[config.mk]
export PLATFORM = sky130hd
export DESIGN_NAME = mul_zreg_sequencer
export DESIGN_NICKNAME = d
export VERILOG_FILES = /design/src/rtl/mul_stage_pkg.sv /design/src/rtl/z_reg_pair.sv /design/src/rtl/mul_zreg_sequencer.sv
export SDC_FILE = /design/constraint.sdc
export NUM_CORES = 1
export LEC_CHECK = 0
export CORE_ASPECT_RATIO = 0.6
export CORE_MARGIN = 2
export CORE_UTILIZATION = 55
export DETAILED_ROUTE_END_ITERATION = 16
export DONT_BUFFER_PORTS = 1
export PLACE_DENSITY_LB_ADDON = 0.3
export SLEW_MARGIN = 30
export SYNTH_ARGS = -nofsm -noshare
export SYNTH_HDL_FRONTEND = slang
export SYNTH_SLANG_ARGS = --single-unit
[constraint.sdc]
create_clock -name clock -period 4.43 [get_ports clock]
set_clock_uncertainty 0.05 [all_clocks]
set_input_delay 0.443 -clock clock [delete_from_list [all_inputs] [get_ports clock]]
set_output_delay 0.443 -clock clock [all_outputs]
set_load 0.005 [all_outputs]
[src/rtl/mul_stage_pkg.sv]
// Shared types and constants for the multiplier Z-register sequencer.
package mul_stage_pkg;

  typedef enum logic [1:0] {
    ST_IDLE    = 2'd0,
    ST_SETTLE  = 2'd1,
    ST_SEND_LO = 2'd2,
    ST_SEND_HI = 2'd3
  } state_t;

  localparam logic BEAT_LO = 1'b0;
  localparam logic BEAT_HI = 1'b1;

  localparam int DEF_SETTLE_CYCLES = 2;
  // Settle counter is sized for the largest legal window (15).
  localparam int CNT_W = 4;

endpackage

[src/rtl/z_reg_pair.sv]
// HI/LO product capture register with load enable and registered zero flag.
module z_reg_pair #(
  parameter int BITS = 32
) (
  input  logic              clock,
  input  logic              clear,
  input  logic              load,
  input  logic [2*BITS-1:0] d,
  output logic [BITS-1:0]   zhi,
  output logic [BITS-1:0]   zlo,
  output logic              zero
);

  always_ff @(posedge clock or posedge clear) begin
    if (clear) begin
      zhi  <= '0;
      zlo  <= '0;
      zero <= 1'b0;
    end else if (load) begin
      {zhi, zlo} <= d;
      zero       <= (d == '0);
    end
  end

endmodule

[src/rtl/mul_zreg_sequencer.sv]
// Latches operands for the external Booth multiplier, waits out its settle
// window, captures the product and returns it as LO then HI bus beats.
//
// state      | meaning
// IDLE       | waiting for start; operands hold last accepted values
// SETTLE     | counting down the multiplier multicycle window
// SEND_LO    | presenting product low word, waiting for ready
// SEND_HI    | presenting product high word, done on ready
module mul_zreg_sequencer
  import mul_stage_pkg::*;
#(
  parameter int BITS          = 32,
  parameter int SETTLE_CYCLES = DEF_SETTLE_CYCLES
) (
  input  logic              clock,
  input  logic              clear,
  input  logic              start,
  input  logic [BITS-1:0]   op_a,
  input  logic [BITS-1:0]   op_b,
  output logic [BITS-1:0]   mul_a,
  output logic [BITS-1:0]   mul_b,
  input  logic [2*BITS-1:0] product_in,
  output logic [BITS-1:0]   bus_data,
  output logic              bus_hi,
  output logic              bus_valid,
  input  logic              bus_ready,
  output logic              busy,
  output logic              zero,
  output logic              done
);

  state_t           state;
  logic [CNT_W-1:0] cnt;
  logic             load;
  logic [BITS-1:0]  zhi;
  logic [BITS-1:0]  zlo;

  assign load = (state == ST_SETTLE) && (cnt == '0);

  always_ff @(posedge clock or posedge clear) begin
    if (clear) begin
      state <= ST_IDLE;
      cnt   <= '0;
      mul_a <= '0;
      mul_b <= '0;
      done  <= 1'b0;
    end else begin
      done <= 1'b0;
      unique case (state)
        ST_IDLE: begin
          if (start) begin
            mul_a <= op_a;
            mul_b <= op_b;
            cnt   <= CNT_W'(SETTLE_CYCLES - 1);
            state <= ST_SETTLE;
          end
        end
        ST_SETTLE: begin
          if (cnt == '0) state <= ST_SEND_LO;
          else           cnt   <= cnt - CNT_W'(1);
        end
        ST_SEND_LO: begin
          if (bus_ready) state <= ST_SEND_HI;
        end
        ST_SEND_HI: begin
          if (bus_ready) begin
            state <= ST_IDLE;
            done  <= 1'b1;
          end
        end
        default: state <= ST_IDLE;
      endcase
    end
  end

  z_reg_pair #(.BITS(BITS)) u_zreg (
    .clock (clock),
    .clear (clear),
    .load  (load),
    .d     (product_in),
    .zhi   (zhi),
    .zlo   (zlo),
    .zero  (zero)
  );

  always_comb begin
    busy      = (state != ST_IDLE);
    bus_valid = 1'b0;
    bus_hi    = BEAT_LO;
    bus_data  = '0;
    if (state == ST_SEND_LO) begin
      bus_valid = 1'b1;
      bus_data  = zlo;
    end else if (state == ST_SEND_HI) begin
      bus_valid = 1'b1;
      bus_hi    = BEAT_HI;
      bus_data  = zhi;
    end
  end

endmodule

== Word level (Yosys, flattened, before mapping) ==
Cells that the tools add are included.
W data, S select, Z words.

* Output and inout bits: 101
* Bits in registers: 136

* Eq/ne operators: 8
* $add $sub $neg: 1
* Reductions and logical operators: 9
* Multiplexer cells: 15

{| class="wikitable"
|+ Operators with widths
! kind !! number
|-
| $logic_not A64 Y1 || 1
|-
| $mux W32 || 2
|-
| $mux W2 || 4
|-
| $mux W4 || 2
|-
| $ne A2 B2 Y1 const B || 4
|-
| $pmux W2 S4 || 1
|-
| $pmux W4 S2 || 1
|-
| $mux W1 || 5
|-
| $eq A2 B2 Y1 const B || 2
|-
| $logic_not A4 Y1 || 1
|-
| $reduce_and A4 Y1 || 1
|-
| $reduce_bool A2 Y1 || 2
|-
| $sub A4 B1 Y4 const B || 1
|-
| $reduce_and A3 Y1 || 1
|-
| $eq A2 B1 Y1 const B || 1
|-
| $logic_not A2 Y1 || 1
|-
| $ne A2 B1 Y1 const B || 1
|-
| $reduce_and A2 Y1 || 1
|-
| $logic_and A1 B1 Y1 || 1
|}

== Logic depth before layout (Yosys ltp) ==
* Depth after elaboration: 3
* Gate-level depth with buffers: 8

== Hierarchy ==
A second synthesis with hierarchy kept.

* Cells, all modules: 386
* Area, all modules: 5,720.5 um2

{| class="wikitable"
|+ By module, submodules not included
! module !! area each (um2) !! times used !! cells each
|-
| mul_zreg_sequencer || 3,160.5 || 1 || 224
|-
| z_reg_pair || 2,560.0 || 1 || 162
|}

== Worst setup path after synthesis ==
OpenSTA, ideal clock, no wires.

* Kind: reg2reg
* Start: register cnt[0]
* End: register u_zreg.zero
* Data required time: 4.255 ns
* Path slack: 2.478 ns
* Arrival: 1.776 ns
* Stages on the path, launching flop included: 9
* Path buffers: 3
* Path through: dfrtp_1 inv_1 ha_1 or3b_1 buf_6 nor2_8 buf_12 buf_12 mux2_4

* Longest elaborated chain between the ends: 2

{| class="wikitable"
|+ Ends and longest elaborated chain
! what !! RTL line !! RTL
|-
| start, declared || mul_zreg_sequencer.sv:33 || <nowiki>logic [CNT_W-1:0] cnt;</nowiki>
|-
| start signal, assigned || mul_zreg_sequencer.sv:54 || <nowiki>cnt <= CNT_W'(SETTLE_CYCLES - 1);</nowiki>
|-
| start signal, assigned || mul_zreg_sequencer.sv:60 || <nowiki>else cnt <= cnt - CNT_W'(1);</nowiki>
|-
| $logic_not A4 Y1 || mul_zreg_sequencer.sv:38 || <nowiki>assign load = (state == ST_SETTLE) && (cnt == '0);</nowiki>
|-
| $logic_and A1 B1 Y1 || mul_zreg_sequencer.sv:38 ||
|-
| end signal, assigned || z_reg_pair.sv:21 || <nowiki>zero <= (d == '0);</nowiki>
|-
| end, declared || z_reg_pair.sv:11 || <nowiki>output logic zero</nowiki>
|}

Every way passes these cells.
A chain may end at the register's enable or synchronous reset.

== Worst setup path in the final report ==
* Start: register state[1]
* End: output bus_data[10]

* Longest elaborated chain between the ends: 3

{| class="wikitable"
|+ Ends and longest elaborated chain
! what !! RTL line !! RTL
|-
| start, declared || mul_zreg_sequencer.sv:32 || <nowiki>state_t state;</nowiki>
|-
| start signal, assigned || mul_zreg_sequencer.sv:42 || <nowiki>state <= ST_IDLE;</nowiki>
|-
| start signal, assigned || mul_zreg_sequencer.sv:55 || <nowiki>state <= ST_SETTLE;</nowiki>
|-
| start signal, assigned || mul_zreg_sequencer.sv:59 || <nowiki>if (cnt == '0) state <= ST_SEND_LO;</nowiki>
|-
| $eq A2 B2 Y1 || mul_zreg_sequencer.sv:94 || <nowiki>end else if (state == ST_SEND_HI) begin</nowiki>
|-
| $mux W32 || mul_zreg_sequencer.sv:94 ||
|-
| $mux W32 (*) || mul_zreg_sequencer.sv:91 || <nowiki>if (state == ST_SEND_LO) begin</nowiki>
|-
| end, declared || mul_zreg_sequencer.sv:23 || <nowiki>output logic [BITS-1:0] bus_data,</nowiki>
|}

Mark *: on every way between the ends. The rest lies on a longest branch, timed or not.

==> results.md <==
* DR pass1 iterations at 4
* EDFF count, synth at 0
* Fin Setup TNS at 0 ps
* Area grow syn2layout at 10.1%
* Fin crit share at between 60 and 70%
* Status: finished with violations
* Clk sink count at 136
* Peak VDD IR at between 0.3 and 0.4 mV
* Fin. Hold Viols at 36
* TritonCTS clock tree: done
* Sequential area share after synthesis at a little under three fifths
* Synth Instances at 410
* Layout Nets at ~550
* Slew HR at approximately half
* Synth Area per Inst at roughly 15 sq um
* Synthesized area at about 6000 sq um
* Leading cell type in the layout, fill and taps excluded: dfrtp_1
* Core Footprint at 10600 sq um
* DR vias at 3310
* Clk_lat worst skew at roughly 400 ps
* Crit path kind: reg -> out
* R2r setup slk at 1990 ps
* Worst R2R Path Depth at 6
* Worst-path maximum fanout at 17
* Top-level I/O count at roughly 230
* CTS Hold Bufs at 0
* Worst flop-to-flop path endpoint: u_zreg.zlo[23]
* Worst path required time at between 3000 and 4000 ps
* Most frequent cells in the layout: dfrtp_1, mux2_2, mux2_4
* Pins Over Slew Limit at 0
* Global-route wire length before repair at approximately 20 mm
* Worst Setup SP: state[1]
* H-tree levels at 4
* Ant diodes at 0
* Mapped Nets at 548
* Cell Pwr Density at ~810 nW/um^2
* Area leader, netlist: dfrtp_1
* Die footprint at around 12000 sq um
* Top cells by area, synth: dfrtp_1, mux2_2, mux2_4
* # setup viols final at 0
* Post-synthesis cell type count at 29
* Fillers at approximately 800
* DP Wirelength at 9.08 mm
* Maximum clock rate at approximately 330 MHz
* Final worst setup slack at between 1000 and 1500 ps
* Minimum clock period after layout at 3020 ps
* CP Capture Type: primary output
* Most used DFF post-synth: dfrtp_1
* Vias in the first global route at between 3000 and 4000
* Die width at 139 um
* Starting Density at a little under three fifths
* DR iter-0 viols at between 100 and 150
* Initial antenna violation count at 0
* Worst min-delay path class: in -> async
* PostCTS Resize Cnt at 0
* Routed wire length at between 10 and 15 mm
* Leak pwr at roughly 2.9 nW
* Worst slew pin tran at 776 ps
* Die H at ~85 um
* DR DRC count at 0
* Row count at 29
* Clock slew at the register clock pins of the worst setup and hold paths at around 60 ps
* Worst Setup EP: bus_data[10]
* Ratio of cells with drive above 1 in the final layout at 39.8%
* Synth top area share at between 50% and 60%
* Post-DRT Antenna Nets at 0
* Worst EP arrival at roughly 2500 ps
* CTS Root Cell: clkbuf_16
* Nature of the critical path startpoint: register
* Vias per inst at between 5 and 6
* YS warnings at 0
* GPL Wtd Cong at 0.780
* Reg-to-reg startpoint: cnt[0]
* FFs w/ async S/R, synth at 100%
* RSZ-0062 raised after global routing: false
* Total congestion overflow at 0
* MaxCap Viol Count at 0
* Seq cells post-synth at roughly 140
* Port-buffer cells at 0
* Max clock buf depth at 2
* Hold slack final at -22.4 ps
* Post-CTS Setup Bufs at 0
* Failing checks: hold timing
* DP Worst Slack at roughly 1800 ps
* Largest net degree at the start of global routing at approximately 110
* Routed wire per std cell at about 23 um
* Global-route usage over all layers at between 20% and 30%
* CTS Buf Count at 17
-- metrics by stage --
stage | cells | utilization [%] | power, mW | cell area, sq um
floorplan | 410 | - | 3.67 | 6010
global placement | 531 | 57.0 | 3.92 | 6030
detailed placement | 531 | 57.0 | 4.00 | 6030
CTS | 561 | 62.4 | 5.40 | 6610
global route | 561 | 62.4 | 5.67 | 6620
finish | 561 | 62.4 | 5.35 | 6620
-- critical path: stages (launching register included) --
cell	delay, ps
dfrtp_1	380
ha_1	600
nor2b_1	650
buf_4	310
a22o_1	190
-- report_power, final --
part	internal (mW)	switching [mW]	leakage, nW
combinational	0.955	0.701	0.999
sequential	1.88	0.437	1.60
clock	0.853	0.524	0.273
-- sequential cells by signal (all words and copies together), names as in the netlist --
name / cells
u_zreg.zhi: 32
mul_b: 32
done: 1
cnt: 4
u_zreg.zlo: 32
u_zreg.zero: 1
mul_a: 32
state: 2
-- cell families after synthesis --
kind of cell / after synthesis / share of synthesized area, %
fa+ha+maj: 6 / 1.25
compound gates: 43 / 5.04
buf+inv: 31 / 3.90
simple gates: 62 / 5.33
flops: 136 / 56.7
mux: 132 / 27.8
-- worst min path at each step --
stage	start	endpoint	slack, ps	depth (start not counted)
3_3_place_gp	u_zreg.zlo[25]	u_zreg.zlo[25]	440	1
4_1_cts	clear	mul_b[15]	110	1
2_1_floorplan	u_zreg.zlo[18]	u_zreg.zlo[18]	430	1
5_1_grt	clear	mul_b[8]	20	1
6_report	clear	mul_b[5]	-20	1
3_5_place_dp	u_zreg.zhi[5]	u_zreg.zhi[5]	450	1
-- routing by layer --
layer	vias up	global-route usage [%]	share of wire, %
met1	1664	29.9	44
li1	1482	-	-
met4	0	8.17	1.5
met5	-	0	0
met3	13	9.14	8.9
met2	151	32.5	46
-- area by class of cell --
class,count,area [sq um],area share (%)
multi-input cells,243,2370,35.9
inverters,8,37.5,0.567
clock inverters,11,126,1.91
repair buffers,5,50.0,0.756
well taps,139,174,2.63
flip-flops and latches,136,3400,51.4
clock buffers,19,453,6.85
-- synthesized netlist by cell type (all sizes together) (3+ instances only) --
cell type,n
o21ai,17
nor2,4
a22o,21
dfrtp,136
nor4,17
nand4,4
buf,17
nand2,28
clkbuf,6
ha,6
nand3,3
mux2,130
inv,8
(Power assumes the default switching activity.)
